==> config.mk <==
export PLATFORM = sky130hd
export DESIGN_NAME = rnn_layer_scheduler
export DESIGN_NICKNAME = d
export VERILOG_FILES = /design/src/rtl/rnn_pkg.sv /design/src/rtl/rnn_layer_watchdog.sv /design/src/rtl/rnn_layer_scheduler.sv
export SDC_FILE = /design/constraint.sdc
export NUM_CORES = 1
export LEC_CHECK = 0
export CAP_MARGIN = 20
export CORE_AREA = 2 2 101 103
export CTS_CLUSTER_SIZE = 25
export DETAILED_ROUTE_END_ITERATION = 16
export DIE_AREA = 0 0 103 105
export GPL_TIMING_DRIVEN = 0
export PLACE_DENSITY = 0.83
export SLEW_MARGIN = 20
export SYNTH_ARGS = -nofsm -noshare
export SYNTH_HDL_FRONTEND = slang
export SYNTH_SLANG_ARGS = --single-unit
==> constraint.sdc <==
create_clock -name clk -period 2.05 [get_ports clk]
set_input_delay 0.5125 -clock clk [delete_from_list [all_inputs] [get_ports clk]]
set_output_delay 0.5125 -clock clk [all_outputs]
set_load 0.01 [all_outputs]
==> src/rtl/rnn_pkg.sv <==
// Shared definitions for the denoise RNN datapath: layer indices, scheduler
// states and the mapping from GRU layers to their state-latch strobe bits.
package rnn_pkg;

  localparam int FIXED = 32;

  localparam logic [2:0] L_DENSE1 = 3'd0;
  localparam logic [2:0] L_GRU1   = 3'd1;
  localparam logic [2:0] L_DENSE2 = 3'd2;
  localparam logic [2:0] L_GRU2   = 3'd3;
  localparam logic [2:0] L_GRU3   = 3'd4;
  localparam logic [2:0] L_DENSE3 = 3'd5;

  typedef enum logic [1:0] {
    S_IDLE = 2'd0,
    S_CLR  = 2'd1,
    S_RUN  = 2'd2,
    S_ERR  = 2'd3
  } sched_state_e;

  // Strobe mask raised when layer k completes: gru1->vad, gru2->noise, gru3->denoise.
  function automatic logic [2:0] gru_latch_mask(input logic [2:0] k);
    case (k)
      L_GRU1:  return 3'b001;
      L_GRU2:  return 3'b010;
      L_GRU3:  return 3'b100;
      default: return 3'b000;
    endcase
  endfunction

endpackage

==> src/rtl/rnn_layer_watchdog.sv <==
// Saturating up-counter with synchronous clear and enable; hit_o flags the last
// cycle before LIMIT cycles have elapsed (LIMIT=0 disables the compare).
module rnn_layer_watchdog #(
  parameter int CNT_W = 16,
  parameter int LIMIT = 0
) (
  input  logic             clk_i,
  input  logic             rst_i,
  input  logic             clr_i,
  input  logic             en_i,
  output logic [CNT_W-1:0] count_o,
  output logic             hit_o
);

  localparam logic [CNT_W-1:0] CNT_MAX = '1;
  localparam logic [CNT_W-1:0] HIT_AT  = CNT_W'(LIMIT > 0 ? LIMIT - 1 : 0);

  logic [CNT_W-1:0] count_q, count_d;

  always_comb begin
    count_d = count_q;
    if (clr_i) begin
      count_d = '0;
    end else if (en_i && (count_q != CNT_MAX)) begin
      count_d = count_q + CNT_W'(1);
    end
  end

  always_ff @(posedge clk_i) begin
    if (rst_i) begin
      count_q <= '0;
    end else begin
      count_q <= count_d;
    end
  end

  assign count_o = count_q;
  assign hit_o   = (LIMIT != 0) && (count_q == HIT_AT);

endmodule

==> src/rtl/rnn_layer_scheduler.sv <==
// Frame sequencer: runs the six layer engines in order, strobes GRU state
// latches, and aborts to ERR when a layer exceeds its watchdog budget.
module rnn_layer_scheduler
  import rnn_pkg::*;
#(
  parameter int NUM_LAYERS     = 6,
  parameter int TIMEOUT_CYCLES = 65535,
  parameter int CNT_W          = 16,
  parameter int FRAME_CNT_W    = 32
) (
  input  logic                   clk,
  input  logic                   rst,
  input  logic                   frame_start,
  input  logic                   clear_state,
  input  logic [NUM_LAYERS-1:0]  layer_valid,
  output logic [NUM_LAYERS-1:0]  layer_start,
  output logic [2:0]             state_latch,
  output logic                   state_clear,
  output logic                   busy,
  output logic                   frame_done,
  output logic                   error,
  output logic [2:0]             err_layer,
  output logic [CNT_W-1:0]       frame_cycles,
  output logic [FRAME_CNT_W-1:0] frame_count,
  output sched_state_e           dbg_state
);

  localparam logic [2:0] LAST = 3'(NUM_LAYERS - 1);

  sched_state_e           state_q, state_d;
  logic [2:0]             k_q, k_d;
  logic                   pending_q, pending_d;
  logic                   error_q, error_d;
  logic [2:0]             err_layer_q, err_layer_d;
  logic [2:0]             latch_q, latch_d;
  logic                   done_q, done_d;
  logic [CNT_W-1:0]       fcycles_q, fcycles_d;
  logic [FRAME_CNT_W-1:0] fcount_q, fcount_d;

  logic             run, accept, wd_hit, fc_hit_unused;
  logic [CNT_W-1:0] wd_count_unused, fc_count;

  // Handshake: layer_start[k] is a level held while the scheduler is in RUN k;
  // the engine answers with a one-cycle layer_valid[k], accepted on that edge,
  // after which start[k] falls and start[k+1] rises on the next cycle.
  assign run    = (state_q == S_RUN);
  assign accept = run && layer_valid[k_q];

  rnn_layer_watchdog #(.CNT_W(CNT_W), .LIMIT(TIMEOUT_CYCLES)) u_watchdog (
    .clk_i   (clk),
    .rst_i   (rst),
    .clr_i   (!run || accept),
    .en_i    (run),
    .count_o (wd_count_unused),
    .hit_o   (wd_hit)
  );

  rnn_layer_watchdog #(.CNT_W(CNT_W), .LIMIT(0)) u_frame_timer (
    .clk_i   (clk),
    .rst_i   (rst),
    .clr_i   (!run),
    .en_i    (run),
    .count_o (fc_count),
    .hit_o   (fc_hit_unused)
  );

  always_comb begin
    state_d     = state_q;
    k_d         = k_q;
    pending_d   = pending_q;
    error_d     = error_q;
    err_layer_d = err_layer_q;
    latch_d     = '0;
    done_d      = 1'b0;
    fcycles_d   = fcycles_q;
    fcount_d    = fcount_q;
    case (state_q)
      S_IDLE, S_ERR: begin
        if (clear_state) begin
          state_d     = S_CLR;
          pending_d   = frame_start;
          error_d     = 1'b0;
          err_layer_d = '0;
        end else if (frame_start) begin
          state_d     = S_RUN;
          k_d         = '0;
          error_d     = 1'b0;
          err_layer_d = '0;
        end
      end
      S_CLR: begin
        pending_d = 1'b0;
        k_d       = '0;
        state_d   = pending_q ? S_RUN : S_IDLE;
      end
      S_RUN: begin
        // A valid in the watchdog's final cycle still counts as completion.
        if (accept) begin
          latch_d = gru_latch_mask(k_q);
          if (k_q == LAST) begin
            state_d   = S_IDLE;
            done_d    = 1'b1;
            fcount_d  = fcount_q + FRAME_CNT_W'(1);
            fcycles_d = (&fc_count) ? fc_count : fc_count + CNT_W'(1);
          end else begin
            k_d = k_q + 3'd1;
          end
        end else if (wd_hit) begin
          state_d     = S_ERR;
          error_d     = 1'b1;
          err_layer_d = k_q;
        end
      end
      default: state_d = S_IDLE;
    endcase
  end

  always_ff @(posedge clk) begin
    if (rst) begin
      state_q     <= S_IDLE;
      k_q         <= '0;
      pending_q   <= 1'b0;
      error_q     <= 1'b0;
      err_layer_q <= '0;
      latch_q     <= '0;
      done_q      <= 1'b0;
      fcycles_q   <= '0;
      fcount_q    <= '0;
    end else begin
      state_q     <= state_d;
      k_q         <= k_d;
      pending_q   <= pending_d;
      error_q     <= error_d;
      err_layer_q <= err_layer_d;
      latch_q     <= latch_d;
      done_q      <= done_d;
      fcycles_q   <= fcycles_d;
      fcount_q    <= fcount_d;
    end
  end

  assign layer_start  = run ? (NUM_LAYERS'(1) << k_q) : '0;
  assign state_latch  = latch_q;
  assign state_clear  = (state_q == S_CLR);
  assign busy         = run;
  assign frame_done   = done_q;
  assign error        = error_q;
  assign err_layer    = err_layer_q;
  assign frame_cycles = fcycles_q;
  assign frame_count  = fcount_q;
  assign dbg_state    = state_q;

endmodule

==> summary.md, run 1 <==
| Metric | Value |
|---|---|
| Worst-path clk slew | `0.10 ns` |
| Share of cells above drive strength 1 | `20.2%` |
| EDFF count, synth | `0` |
| Crit path cell chain | `buf_12, inv_8, ha_4, nand3_4, nor4_1, clkbuf_4, nand4_1, mux2_2` |
| Layout net count | `660` |
| Leak | `2.19 nW` |
| R2R setup slack | `-0.05 ns` |
| Hpwl dp | `8430 um` |
| Total grt overflow | `0` |
| Maximum VDD drop | `420 uV` |
| FP Rows | `36` |
| Vias in the first global route | `4051` |
| CP startpoint kind | `register` |
| Starting Density | `47.0%` |
| Ys async rst share | `0%` |
| Status | `complete, but fails checks` |
| Tcrit/Tclk final | `103%` |
| Pre-CTS setup slack | `-0.750 ns` |
| Core ar. | `9640 sq um` |
| CP Launch Point | `k_q[1]` |
| Clock Tree Root | `clkbuf_8` |
| Largest net degree at the start of global routing | `17` |
| CP endpoint | `frame_count[29]` |
| Sequential fraction of design power | `48.6%` |
| Clock Path Buffers | `2` |
| Final Critical Period | `2.10 ns` |
| # IOs | `76` |
| Slowest stage delay, CP | `0.45 ns` |
| Seq/Total Area, Yosys | `41.5%` |
| Tot GR Track Use | `22.0%` |
| Worst setup path class | `register to register` |
| Fmax | `476 MHz` |
| Antenna diodes | `0` |
| Filler cells | `782` |
| Post-DRT Antenna Nets | `0` |
| Synth Net Count | `555` |
| Prevailing post-synth register cell | `dfxtp_1` |
| Initial antenna violation count | `0` |
| Slew Limit Headroom | `57.1%` |
| Mean routed wirelength per cell | `16.2 um` |
| Data arrival time of the critical path | `2.37 ns` |
| Sink Count | `94` |
| Layout area overhead | `34.3%` |
| CP endpoint kind | `register` |
| Leading cell type in the layout, fill and taps excluded | `dfxtp_1` |
| Total net switching power | `1.19 mW` |
| Final-report setup violation count | `11` |
| Initial DRC Count | `274` |
| Inst Count DP | `742` |
| Critical path buffers and inverters | `3` |
| Via count | `4425` |
| Crit Reg-Reg Endpoint | `frame_count[29]` |
| Failing checks | `setup timing` |
| Final slew viol count | `0` |
| Most frequent cells in the layout | `dfxtp_1, nor2_1, clkdlybuf4s50_1` |
| Logic pwr share | `22.5%` |
| Hold slack | `0.469 ns` |
| Ys Warns | `0` |
| Average size of a mapped cell | `8.49 sq um` |
| Clock Skews | `0.0129 ns` |
| Worst Slack Setup Final | `-0.0528 ns` |
| Fin. Hold Viols | `0` |
| Synthesis-stage register bit count | `94` |
| Synth unique cells | `55` |
| Fin util | `63.1%` |
| CTS buffer count | `9` |
| Max FO, Critical Path | `10` |
| Mapped cell area | `4530 sq um` |
| Clk network pwr share | `29.0%` |
| Pre-antenna DRT Iters | `5` |
| Int Pwr | `2.71 mW` |
| Data required, critical path | `2.32 ns` |
| DIE AREA | `10800 sq um` |
| TritonCTS clock tree | `built` |
| Die Y-Extent | `105 um` |
| Worst Max-Slew Pin Slew | `0.637 ns` |
| Clk Latency, worst-skew pair | `0.38 ns` |
| H-tree depth | `3` |
| R2r worst-path depth | `8` |
| Die width | `103 um` |
| CP Depth | `8` |
| Reg2reg start | `k_q[1]` |
| Hold crit path type | `register to register` |
| Max-cap viol count | `0` |
| Syn Inst Count | `534` |
| CP top delay family | `simple AND/OR/NAND/NOR gates` |
| RePlAce Congestion | `0.935` |
| RSZ-0062 raised after global routing | `true` |
| PD cells | `641 nW/um^2` |
| Routed WL | `12600 um` |
| First-pass GRT wire length | `19000 um` |
| Switch share | `30.4%` |
| Non-filler instance count after layout | `777` |
| Avg Vias per Cell | `5.69` |
| Hold Buf Count CTS | `0` |
| CP max stage cell | `nor4_1` |
| # DRC | `0` |
| IO Port Bufs | `75` |
## power groups by stage
stage | Sequential [mW] | Clock [mW] | Combinational, mW
final | 1.89 | 1.13 | 0.876
after global routing | 1.90 | 1.22 | 0.938
after CTS | 1.88 | 1.14 | 0.751
after detailed placement | 1.93 | 0 | 0.663
after global placement | 1.93 | 0 | 0.649
after floorplan | 1.93 | 0 | 0.436
## metal layers
metal	vias up	global-route usage, %	share of wire (%)
li1	2094	-	-
met1	2118	27.9	41
met2	184	36.4	50
met3	29	4.08	6.1
met4	0	9.12	2.7
met5	-	0	0
## Yosys cell counts (3+ instances only)
library cell | number | area [sq um]
dfxtp_1 | 94 | 1880
nor2_1 | 81 | 304
nand2_1 | 35 | 131
nand3_1 | 32 | 160
xnor2_1 | 30 | 263
a21oi_1 | 27 | 135
nand4_1 | 22 | 138
nor3_1 | 21 | 105
clkbuf_1 | 18 | 67.6
inv_1 | 15 | 56.3
and3_1 | 14 | 87.6
o21ai_0 | 13 | 65.1
xor2_1 | 12 | 105
ha_1 | 11 | 138
mux2_2 | 11 | 124
nor2b_1 | 9 | 56.3
and4_1 | 8 | 70.1
nor4_1 | 8 | 50.1
a211oi_1 | 5 | 37.5
mux2i_1 | 5 | 50.1
buf_2 | 4 | 20.0
or2_2 | 4 | 25.0
a311oi_1 | 3 | 26.3
and2_1 | 3 | 18.8
nand2b_1 | 3 | 18.8
o211ai_1 | 3 | 22.5
or3_1 | 3 | 18.8
or4_1 | 3 | 22.5
## tightest hold or removal path: stages, from the launching register on
cell and delay (ns):
dfxtp_1 0.32, nand2_1 0.05, a21oi_1 0.05
## metrics by stage
stage	area, sq um	setup TNS (ns)	power [mW]
after floorplan	4560	-0.0213	2.37
after global placement	5480	-42.46	2.58
after detailed placement	5480	-43.83	2.60
after CTS	5770	-0.154	3.77
after global routing	6090	-1.05	4.06
final	6090	-0.329	3.90
## how the worst min path moves through the flow
stage / from / end / slack, ns / depth (start not counted)
floorplan: pending_q / pending_q / 0.43 / 2
global placement: pending_q / pending_q / 0.44 / 2
detailed placement: error / error / 0.46 / 2
CTS: error / error / 0.47 / 2
global route: pending_q / pending_q / 0.49 / 2
finish: error / error / 0.47 / 2
## what timing repair did
| action | in CTS | in global routing |
|---|---|---|
| setup buffers | 9 | 13 |
| gates cloned | 0 | 1 |
| pin swaps | 8 | 16 |
| hold endpoints to repair | 0 | 0 |
| endpoints found under the setup margin | 80 | 65 |
| gates resized for setup | 59 | 53 |
## layout make-up
class                      count  area, sq um  area share, %
sequential                    94         1900           31.2
inverter                      15         63.8           1.05
clock inverter                 7         47.5          0.781
timing repair buffer          98          923           15.2
clock buffer                   9          124           2.04
buffer                        24          179           2.94
tap                          133          166           2.73
multi-input combinational    397         2690           44.1
## cells by family (layout without fill, tap and decap cells)
group | count (synthesis) | count (layout) | share of synthesized area (%)
adders and majority gates | 11 | 11 | 3.04
and+or+nand+nor | 260 | 260 | 29.9
buffers and inverters | 43 | 153 | 4.11
DFF | 94 | 94 | 41.5
AOI/OAI and AO/OA | 67 | 67 | 9.16
xor gates and xnor gates | 42 | 42 | 8.11
muxes | 17 | 17 | 4.14
## registers in the layout, summed over array words and instances, names as in the netlist
signal                 cells
frame_count               32
frame_cycles              16
u_frame_timer.count_o     16
u_watchdog.count_o        16
err_layer                  3
k_q                        3
state_latch                3
dbg_state                  2
error                      1
frame_done                 1
pending_q                  1
Note: power is estimated with default switching activity, not from simulation.
==> run 2, diff against run 1 <==
CAP_MARGIN = unset   (was 20)
SLEW_MARGIN = unset   (was 20)
==> results of run 2 <==
The final DEF is identical to that of run 1; final timing and power are the same.
